===== src/rtl/mem_arbiter_if.sv =====
// Bus bundle for the unified-memory arbiter: the fetch port, the load/store
// port, the single-port memory port and the busy flag.
// The slave modport is the arbiter's view; the master modport is the view of
// the surrounding core and memory, which drive requests and responses.
interface mem_arbiter_if #(
  parameter int DWIDTH = 32
);

  // Instruction-fetch requester
  logic              if_req;
  logic [DWIDTH-1:0] if_addr;
  logic              if_flush;
  logic              if_gnt;
  logic              if_rvalid;
  logic [DWIDTH-1:0] if_rdata;

  // Load/store requester
  logic              d_req;
  logic              d_we;
  logic [DWIDTH-1:0] d_addr;
  logic [DWIDTH-1:0] d_wdata;
  logic [2:0]        d_type;
  logic              d_gnt;
  logic              d_rvalid;
  logic [DWIDTH-1:0] d_rdata;

  // Single-port memory
  logic              mem_req;
  logic              mem_we;
  logic [DWIDTH-1:0] mem_addr;
  logic [DWIDTH-1:0] mem_wdata;
  logic [2:0]        mem_type;
  logic              mem_ready;
  logic              mem_rvalid;
  logic [DWIDTH-1:0] mem_rdata;

  // Arbiter status
  logic              busy;

  modport slave (
    input  if_req, if_addr, if_flush,
    output if_gnt, if_rvalid, if_rdata,
    input  d_req, d_we, d_addr, d_wdata, d_type,
    output d_gnt, d_rvalid, d_rdata,
    output mem_req, mem_we, mem_addr, mem_wdata, mem_type,
    input  mem_ready, mem_rvalid, mem_rdata,
    output busy
  );

  modport master (
    output if_req, if_addr, if_flush,
    input  if_gnt, if_rvalid, if_rdata,
    output d_req, d_we, d_addr, d_wdata, d_type,
    input  d_gnt, d_rvalid, d_rdata,
    input  mem_req, mem_we, mem_addr, mem_wdata, mem_type,
    output mem_ready, mem_rvalid, mem_rdata,
    input  busy
  );

endinterface


===== src/rtl/mem_arbiter.sv =====
// Arbiter that lets the rv32i fetch path and load/store path share one
// single-port memory. One transaction is in flight at a time; data accesses
// win ties, except that a streak counter forces a fetch through after
// STARVE_LIMIT consecutive data grants while a fetch was waiting.
// A fetch whose result became stale (taken branch/jump) can be flushed: the
// memory access still completes but the response is dropped.
module mem_arbiter #(
  parameter int DWIDTH       = 32,
  parameter int STARVE_LIMIT = 4
) (
  input  logic          clk,
  input  logic          rst,
  mem_arbiter_if.slave  bus
);

  typedef enum logic [1:0] {
    IDLE  = 2'd0,
    ISSUE = 2'd1,
    WAIT  = 2'd2
  } state_e;

  typedef enum logic {
    OWN_IF = 1'b0,
    OWN_D  = 1'b1
  } owner_e;

  localparam logic [3:0] STREAK_MAX = 4'(STARVE_LIMIT);
  localparam logic [2:0] TYPE_WORD  = 3'b010;

  state_e            state_q,    state_d;
  owner_e            owner_q,    owner_d;
  logic [DWIDTH-1:0] addr_q,     addr_d;
  logic              we_q,       we_d;
  logic [DWIDTH-1:0] wdata_q,    wdata_d;
  logic [2:0]        type_q,     type_d;
  logic [3:0]        streak_q,   streak_d;
  logic              kill_q,     kill_d;
  logic              ifRvalid_q, ifRvalid_d;
  logic [DWIDTH-1:0] ifRdata_q,  ifRdata_d;
  logic              dRvalid_q,  dRvalid_d;
  logic [DWIDTH-1:0] dRdata_q,   dRdata_d;

  logic gntIf;
  logic gntD;
  logic dropFetch;

  // Grant selection: only in IDLE and never while reset is held. Data wins a
  // tie unless the fetch side has already waited out a full streak.
  always_comb begin
    gntIf = 1'b0;
    gntD  = 1'b0;
    if (!rst && state_q == IDLE) begin
      if (bus.d_req && bus.if_req) begin
        if (streak_q == STREAK_MAX) begin
          gntIf = 1'b1;
        end else begin
          gntD = 1'b1;
        end
      end else if (bus.d_req) begin
        gntD = 1'b1;
      end else if (bus.if_req) begin
        gntIf = 1'b1;
      end
    end
  end

  // A fetch response is dropped if a flush was seen earlier in the
  // transaction or arrives together with the response itself.
  always_comb begin
    dropFetch = kill_q || bus.if_flush;
  end

  // Next-state logic: latch the winner in IDLE, hold the memory request in
  // ISSUE until accepted, and route the response to its owner from WAIT.
  always_comb begin
    state_d    = state_q;
    owner_d    = owner_q;
    addr_d     = addr_q;
    we_d       = we_q;
    wdata_d    = wdata_q;
    type_d     = type_q;
    streak_d   = streak_q;
    kill_d     = kill_q;
    ifRvalid_d = 1'b0;
    ifRdata_d  = ifRdata_q;
    dRvalid_d  = 1'b0;
    dRdata_d   = dRdata_q;

    case (state_q)
      IDLE: begin
        kill_d = 1'b0;
        if (gntD) begin
          state_d = ISSUE;
          owner_d = OWN_D;
          addr_d  = bus.d_addr;
          we_d    = bus.d_we;
          wdata_d = bus.d_wdata;
          type_d  = bus.d_type;
          if (bus.if_req) begin
            streak_d = (streak_q >= STREAK_MAX) ? STREAK_MAX : streak_q + 4'd1;
          end else begin
            streak_d = 4'd0;
          end
        end else if (gntIf) begin
          state_d  = ISSUE;
          owner_d  = OWN_IF;
          addr_d   = bus.if_addr;
          we_d     = 1'b0;
          wdata_d  = '0;
          type_d   = TYPE_WORD;
          streak_d = 4'd0;
        end
      end

      ISSUE: begin
        if (owner_q == OWN_IF && bus.if_flush) begin
          kill_d = 1'b1;
        end
        if (bus.mem_ready) begin
          state_d = WAIT;
        end
      end

      WAIT: begin
        if (owner_q == OWN_IF && bus.if_flush) begin
          kill_d = 1'b1;
        end
        if (bus.mem_rvalid) begin
          state_d = IDLE;
          kill_d  = 1'b0;
          if (owner_q == OWN_D) begin
            dRvalid_d = 1'b1;
            dRdata_d  = we_q ? '0 : bus.mem_rdata;
          end else if (!dropFetch) begin
            ifRvalid_d = 1'b1;
            ifRdata_d  = bus.mem_rdata;
          end
        end
      end

      default: begin
        state_d = IDLE;
      end
    endcase
  end

  // State and datapath registers; reset clears everything so every output
  // reads zero in the first cycle after reset.
  always_ff @(posedge clk) begin
    if (rst) begin
      state_q    <= IDLE;
      owner_q    <= OWN_IF;
      addr_q     <= '0;
      we_q       <= 1'b0;
      wdata_q    <= '0;
      type_q     <= 3'b000;
      streak_q   <= 4'd0;
      kill_q     <= 1'b0;
      ifRvalid_q <= 1'b0;
      ifRdata_q  <= '0;
      dRvalid_q  <= 1'b0;
      dRdata_q   <= '0;
    end else begin
      state_q    <= state_d;
      owner_q    <= owner_d;
      addr_q     <= addr_d;
      we_q       <= we_d;
      wdata_q    <= wdata_d;
      type_q     <= type_d;
      streak_q   <= streak_d;
      kill_q     <= kill_d;
      ifRvalid_q <= ifRvalid_d;
      ifRdata_q  <= ifRdata_d;
      dRvalid_q  <= dRvalid_d;
      dRdata_q   <= dRdata_d;
    end
  end

  assign bus.if_gnt    = gntIf;
  assign bus.d_gnt     = gntD;
  assign bus.if_rvalid = ifRvalid_q;
  assign bus.if_rdata  = ifRdata_q;
  assign bus.d_rvalid  = dRvalid_q;
  assign bus.d_rdata   = dRdata_q;
  assign bus.mem_req   = (state_q == ISSUE);
  assign bus.mem_we    = we_q;
  assign bus.mem_addr  = addr_q;
  assign bus.mem_wdata = wdata_q;
  assign bus.mem_type  = type_q;
  assign bus.busy      = (state_q != IDLE);

endmodule


===== src/flat_wrapper.sv =====
// flat-port wrapper written by rule: the top's interface ports become plain ports
module mem_arbiter_flat 
#(
  parameter int DWIDTH       = 32,
  parameter int STARVE_LIMIT = 4
)
  (clk, rst, bus_if_req, bus_if_addr, bus_if_flush, bus_if_gnt, bus_if_rvalid, bus_if_rdata, bus_d_req, bus_d_we, bus_d_addr, bus_d_wdata, bus_d_type, bus_d_gnt, bus_d_rvalid, bus_d_rdata, bus_mem_req, bus_mem_we, bus_mem_addr, bus_mem_wdata, bus_mem_type, bus_mem_ready, bus_mem_rvalid, bus_mem_rdata, bus_busy);
  mem_arbiter_if #(.DWIDTH(DWIDTH)) bus_i ();
  input  logic clk;
  input  logic rst;
  input wire logic [$bits(bus_i.if_req)-1:0] bus_if_req;
  input wire logic [$bits(bus_i.if_addr)-1:0] bus_if_addr;
  input wire logic [$bits(bus_i.if_flush)-1:0] bus_if_flush;
  output wire logic [$bits(bus_i.if_gnt)-1:0] bus_if_gnt;
  output wire logic [$bits(bus_i.if_rvalid)-1:0] bus_if_rvalid;
  output wire logic [$bits(bus_i.if_rdata)-1:0] bus_if_rdata;
  input wire logic [$bits(bus_i.d_req)-1:0] bus_d_req;
  input wire logic [$bits(bus_i.d_we)-1:0] bus_d_we;
  input wire logic [$bits(bus_i.d_addr)-1:0] bus_d_addr;
  input wire logic [$bits(bus_i.d_wdata)-1:0] bus_d_wdata;
  input wire logic [$bits(bus_i.d_type)-1:0] bus_d_type;
  output wire logic [$bits(bus_i.d_gnt)-1:0] bus_d_gnt;
  output wire logic [$bits(bus_i.d_rvalid)-1:0] bus_d_rvalid;
  output wire logic [$bits(bus_i.d_rdata)-1:0] bus_d_rdata;
  output wire logic [$bits(bus_i.mem_req)-1:0] bus_mem_req;
  output wire logic [$bits(bus_i.mem_we)-1:0] bus_mem_we;
  output wire logic [$bits(bus_i.mem_addr)-1:0] bus_mem_addr;
  output wire logic [$bits(bus_i.mem_wdata)-1:0] bus_mem_wdata;
  output wire logic [$bits(bus_i.mem_type)-1:0] bus_mem_type;
  input wire logic [$bits(bus_i.mem_ready)-1:0] bus_mem_ready;
  input wire logic [$bits(bus_i.mem_rvalid)-1:0] bus_mem_rvalid;
  input wire logic [$bits(bus_i.mem_rdata)-1:0] bus_mem_rdata;
  output wire logic [$bits(bus_i.busy)-1:0] bus_busy;
  assign bus_i.if_req = bus_if_req;
  assign bus_i.if_addr = bus_if_addr;
  assign bus_i.if_flush = bus_if_flush;
  assign bus_if_gnt = bus_i.if_gnt;
  assign bus_if_rvalid = bus_i.if_rvalid;
  assign bus_if_rdata = bus_i.if_rdata;
  assign bus_i.d_req = bus_d_req;
  assign bus_i.d_we = bus_d_we;
  assign bus_i.d_addr = bus_d_addr;
  assign bus_i.d_wdata = bus_d_wdata;
  assign bus_i.d_type = bus_d_type;
  assign bus_d_gnt = bus_i.d_gnt;
  assign bus_d_rvalid = bus_i.d_rvalid;
  assign bus_d_rdata = bus_i.d_rdata;
  assign bus_mem_req = bus_i.mem_req;
  assign bus_mem_we = bus_i.mem_we;
  assign bus_mem_addr = bus_i.mem_addr;
  assign bus_mem_wdata = bus_i.mem_wdata;
  assign bus_mem_type = bus_i.mem_type;
  assign bus_i.mem_ready = bus_mem_ready;
  assign bus_i.mem_rvalid = bus_mem_rvalid;
  assign bus_i.mem_rdata = bus_mem_rdata;
  assign bus_busy = bus_i.busy;
  mem_arbiter #(.DWIDTH(DWIDTH), .STARVE_LIMIT(STARVE_LIMIT)) u_core (.clk(clk), .rst(rst), .bus(bus_i));
endmodule

===== config.mk =====
export PLATFORM = sky130hd
export DESIGN_NAME = mem_arbiter_flat
export DESIGN_NICKNAME = d
export VERILOG_FILES = /design/src/rtl/mem_arbiter_if.sv /design/src/rtl/mem_arbiter.sv /design/src/flat_wrapper.sv
export SDC_FILE = /design/constraint.sdc
export NUM_CORES = 1
export LEC_CHECK = 0
export CELL_PAD_IN_SITES_DETAIL_PLACEMENT = 0
export CELL_PAD_IN_SITES_GLOBAL_PLACEMENT = 1
export CORE_UTILIZATION = 29
export DETAILED_ROUTE_END_ITERATION = 8
export PLACE_DENSITY = 0.83
export SETUP_SLACK_MARGIN = 0.02
export SYNTH_ARGS = -nofsm -noshare
export SYNTH_HDL_FRONTEND = slang
export SYNTH_SLANG_ARGS = --single-unit

===== constraint.sdc =====
create_clock -name clk -period 2.15 [get_ports clk]
set_input_delay 0.215 -clock clk [delete_from_list [all_inputs] [get_ports clk]]
set_output_delay 0.215 -clock clk [all_outputs]
set_load 0.01 [all_outputs]

==> impl_summary.txt <==
----------------------------------------------------
[Critical path]
  Buffers & Inverters on Critical Path ... 2
  Arrival time of data at the critical path endpoint ... 1.74 ns
  Crit Reg-Reg Endpoint ... u_core.bus.d_rdata[21]$_SDFFE_PP0P_
  Worst-path cell chain ... inv_1, ha_1, nand4b_1, nand2_1, nor2_1, clkbuf_2
  Cell family contributing the most delay on the critical path ... simple AND/OR/NAND/NOR gates
  Highest cell delay on the worst timing path ... around 0.35 ns
  Critical path origin ... u_core.streak_q[0]$_SDFFE_PP0P_
  Crit Reg-Reg Startpoint ... u_core.state_q[0]$_SDFFE_PP0P_
  Category of the most critical setup path ... reg -> out
  Endpoint required time on the critical path ... between 1.5 and 2 ns
  Maximum fanout along the worst path ... 4
  Register-to-register setup slack ... 0.35 ns
  Kind of launch point of the worst setup path ... register
  Critical path endpoint category ... output pin
  Depth of the most critical reg-to-reg path ... 6
  Critical-path top delay cell ... sky130_fd_sc_hd__dfxtp_1

[Power]
  Static leakage ... 3.27 nW
  Total power ... 0.00898 W
  Max rail drop VDD ... 0.000523 V
  Total power divided by cell area ... between 900 and 1000 mW/mm^2

[Timing]
  F_max ... 510 MHz
  Slew HR ... 0.705
  Post-route minimum period ... 1.96 ns
  Final-layout setup total negative slack ... 0 ns
  Unrepaired setup endpoints after global routing ... no
  Max-slew violation count ... 0
  Crit share post-route ... 0.912
  Number of setup violations in the final report ... 0
  Transition time at the pin with the least slew margin ... 0.443 ns
  Final hold violation count ... 0
  Worst clock skew ... 0.00871 ns

[Yosys]
  Fraction of synthesis flops using an asynchronous set or reset pin ... 0
  Cell taking the most area after synthesis ... sky130_fd_sc_hd__dfxtp_1
  Top cells by instance count after synthesis ... 142 x sky130_fd_sc_hd__dfxtp_1, 73 x sky130_fd_sc_hd__nor2_1, 36 x sky130_fd_sc_hd__a21oi_1, 36 x sky130_fd_sc_hd__a32oi_1, 34 x sky130_fd_sc_hd__nand3_1
  Flip-flop cell with the highest count after synthesis ... sky130_fd_sc_hd__dfxtp_1
  Net count after synthesis ... 743
  Yosys top cell area share ... 0.496
  Gate count of the mapped netlist ... 597
  Mean post-synth cell area ... 9.61 um^2
  Post-synthesis cell area ... 0.00573 mm^2
  Cell with the most instances after synthesis ... sky130_fd_sc_hd__dfxtp_1
  FF+latch count, synth ... 142
  Top post-synthesis cells by area ... sky130_fd_sc_hd__dfxtp_1 50%, sky130_fd_sc_hd__a32oi_1 5.5%, sky130_fd_sc_hd__a311oi_2 5.2%
  Yosys warnings ... 0
  Seq/Total Area, Yosys ... 0.496
  Number of flops mapped to enable cells by yosys ... 0
  Number of different library cells in the post-synthesis netlist ... 39

[Min path]
  Type of the tightest min-delay check ... in -> reg
  Worst hold path startpoint ... rst
  Worst hold path stage count ... 2
  Sink of the worst hold path ... u_core.bus.mem_type[0]$_SDFFE_PP0P_

[CTS]
  CTS tree ... built
  Num Clock Sinks ... ~140
  Worst skew pair latency ... 0.42 ns
  Clock transition at the registers of the reported paths ... 0.06 ns
  Total clock buffers created by CTS ... 17
  Max Root-Sink Buffers ... 2
  Clock tree root buffer cell ... sky130_fd_sc_hd__clkbuf_16
  H-Tree Depth ... 4
  Number of setup buffers added after CTS ... 0

[Placement]
  Placer congestion estimate ... 0.755
  IO Port Bufs ... around 280
  DPL Wire Length ... 12200 um

[Die]
  Top-Level Pins ... 277
  Number of cell rows ... 51
  Core Region ... 0.0194 mm^2
  Die area ... 0.0203 mm^2
  Die span in y ... 143 um
  Initial Util ... 0.296
  Die boundary width ... 143 um

[Layout]
  Layout filler cell count ... 1857
  Synthesis-to-layout area growth ... 63.1%
  NumNets Final ... 991
  Share of layout cells above drive strength 1 ... 0.0921
  Number of antenna diodes ... 0

[GRT]
  Pin count of the biggest net entering global routing ... 68
  Overflow left after global routing ... 0
  First-pass GRT wire length ... about 28000 um
  All-layer global routing usage ... 0.180
  Antenna violations before repair ... 0
  Vias in the first global route ... roughly 5200

[Routing]
  Remaining antenna violation count ... 0
  DR WL/cell ... 16.5 um
  Vias per cell ... 4.96
  Drt pass-1 iters ... 4
  Iter 0 DRT Violations ... 324
  Final wirelength ... between 15000 and 20000 um
  Number of vias after detailed routing ... between 5000 and 6000
  Number of remaining DRC errors ... 0

[Job]
  Max-cap violation count ... 0

[Status]
  Outcome ... finished, final reports clean

----------------------------------------------------
-- cell usage in the layout, fill, tap and decap left out, types with 2 or more instances in the layout --
cell                              Yosys  final
sky130_fd_sc_hd__inv_6                0      3
sky130_fd_sc_hd__nand2_1              6      6
sky130_fd_sc_hd__o21ai_1             33     32
sky130_fd_sc_hd__nand3_1             34     34
sky130_fd_sc_hd__a311oi_1            12     12
sky130_fd_sc_hd__a21oi_1             36     36
sky130_fd_sc_hd__a211oi_1             4      4
sky130_fd_sc_hd__nand2b_1             2      2
sky130_fd_sc_hd__clkbuf_2             1      2
sky130_fd_sc_hd__ha_1                 7      7
sky130_fd_sc_hd__clkinv_2             0      2
sky130_fd_sc_hd__clkbuf_1            26      2
sky130_fd_sc_hd__a22o_1              32     32
sky130_fd_sc_hd__clkbuf_16            0     17
sky130_fd_sc_hd__inv_1                7      7
sky130_fd_sc_hd__clkinvlp_4           0      2
sky130_fd_sc_hd__nor3_1               3      3
sky130_fd_sc_hd__o21ai_0             33     33
sky130_fd_sc_hd__buf_12               0     10
sky130_fd_sc_hd__clkinv_4             0      3
sky130_fd_sc_hd__clkdlybuf4s50_1      0    272
sky130_fd_sc_hd__nand3b_1            33     33
sky130_fd_sc_hd__a32oi_1             36     36
sky130_fd_sc_hd__buf_4               11     10
sky130_fd_sc_hd__nor2b_1              3      3
sky130_fd_sc_hd__dfxtp_1            142    142
sky130_fd_sc_hd__a311oi_2            20     20
sky130_fd_sc_hd__clkbuf_8             0      2
sky130_fd_sc_hd__nor2_1              73     73
-- sequential cells by signal (all words and copies together) (netlist names), 2 cells and up --
name and flops:
u_core.bus.d_rdata 32, u_core.streak_q 4, u_core.bus.mem_addr 32, u_core.bus.mem_type 3
u_core.state_q 2, u_core.bus.if_rdata 32, u_core.bus.mem_wdata 32
-- where the power goes --
group          leakage [nW]  switching (W)  internal, W  total (W)
logic                  1.84        0.00146      0.00149    0.00295
registers              1.16       0.000193      0.00299    0.00318
clock network         0.274        0.00118      0.00166    0.00284
total                  3.27        0.00283      0.00614    0.00898
-- repair_timing --
action | CTS | global route
hold endpoints to repair | 0 | 0
endpoints found under the setup margin | 3 | 2
gates resized for setup | 3 | 5
hold buffers | 0 | 0
-- layer usage --
| layer | wire length (um) | GRT usage | vias to the layer above |
|---|---|---|---|
| met4 | 431 | 0.0792 | 0 |
| li1 | - | - | 2720 |
| met3 | 1070 | 0.0483 | 29 |
| met5 | 0 | 0 | - |
| met2 | 8870 | 0.289 | 164 |
| met1 | 8210 | 0.226 | 2652 |
-- through the flow --
step	cell area [um^2]	hold WS, ns	util	setup slack (ns)	instances
after global placement	8800	0.459	0.453	0.174	1091
after floorplan	5730	0.341	-	0.482	597
after global routing	9350	0.226	0.482	0.0423	1123
after detailed placement	8800	0.463	0.453	0.150	1091
after CTS	9360	0.204	0.483	0.000226	1123
final	9350	0.209	0.482	0.190	1123
-- worst register-to-register path: stages (launching register included) --
cell	delay, ns
sky130_fd_sc_hd__dfxtp_1	0.34
sky130_fd_sc_hd__inv_1	0.11
sky130_fd_sc_hd__ha_1	0.29
sky130_fd_sc_hd__nand3_1	0.23
sky130_fd_sc_hd__nor3_4	0.37
sky130_fd_sc_hd__buf_12	0.24
sky130_fd_sc_hd__a22o_1	0.17
-- final cells by class --
class,count,area (um^2),share of cell area
multi-input cells,382,2570,0.275
clock inverters,11,108,0.0115
well taps,265,332,0.0355
clock buffers,21,460,0.0492
inverters,7,26.3,0.00281
repair buffers,295,3020,0.323
flip-flops and latches,142,2840,0.304
-- how the worst max path moves through the flow --
stage / endpoint / cells after the start
floorplan: bus_d_gnt / 8
global placement: bus_d_gnt / 5
detailed placement: bus_d_gnt / 5
CTS: bus_d_gnt / 6
global route: bus_d_gnt / 6
finish: bus_d_gnt / 6
-- kinds of logic after synthesis --
logic type,after synthesis,share of synthesized area
buf+inv,73,0.0652
compound gates,212,0.277
mux,1,0.00175
simple gates,162,0.145
fa+ha+maj,7,0.0153
flops,142,0.496
Note: power is estimated with default switching activity, not from simulation.
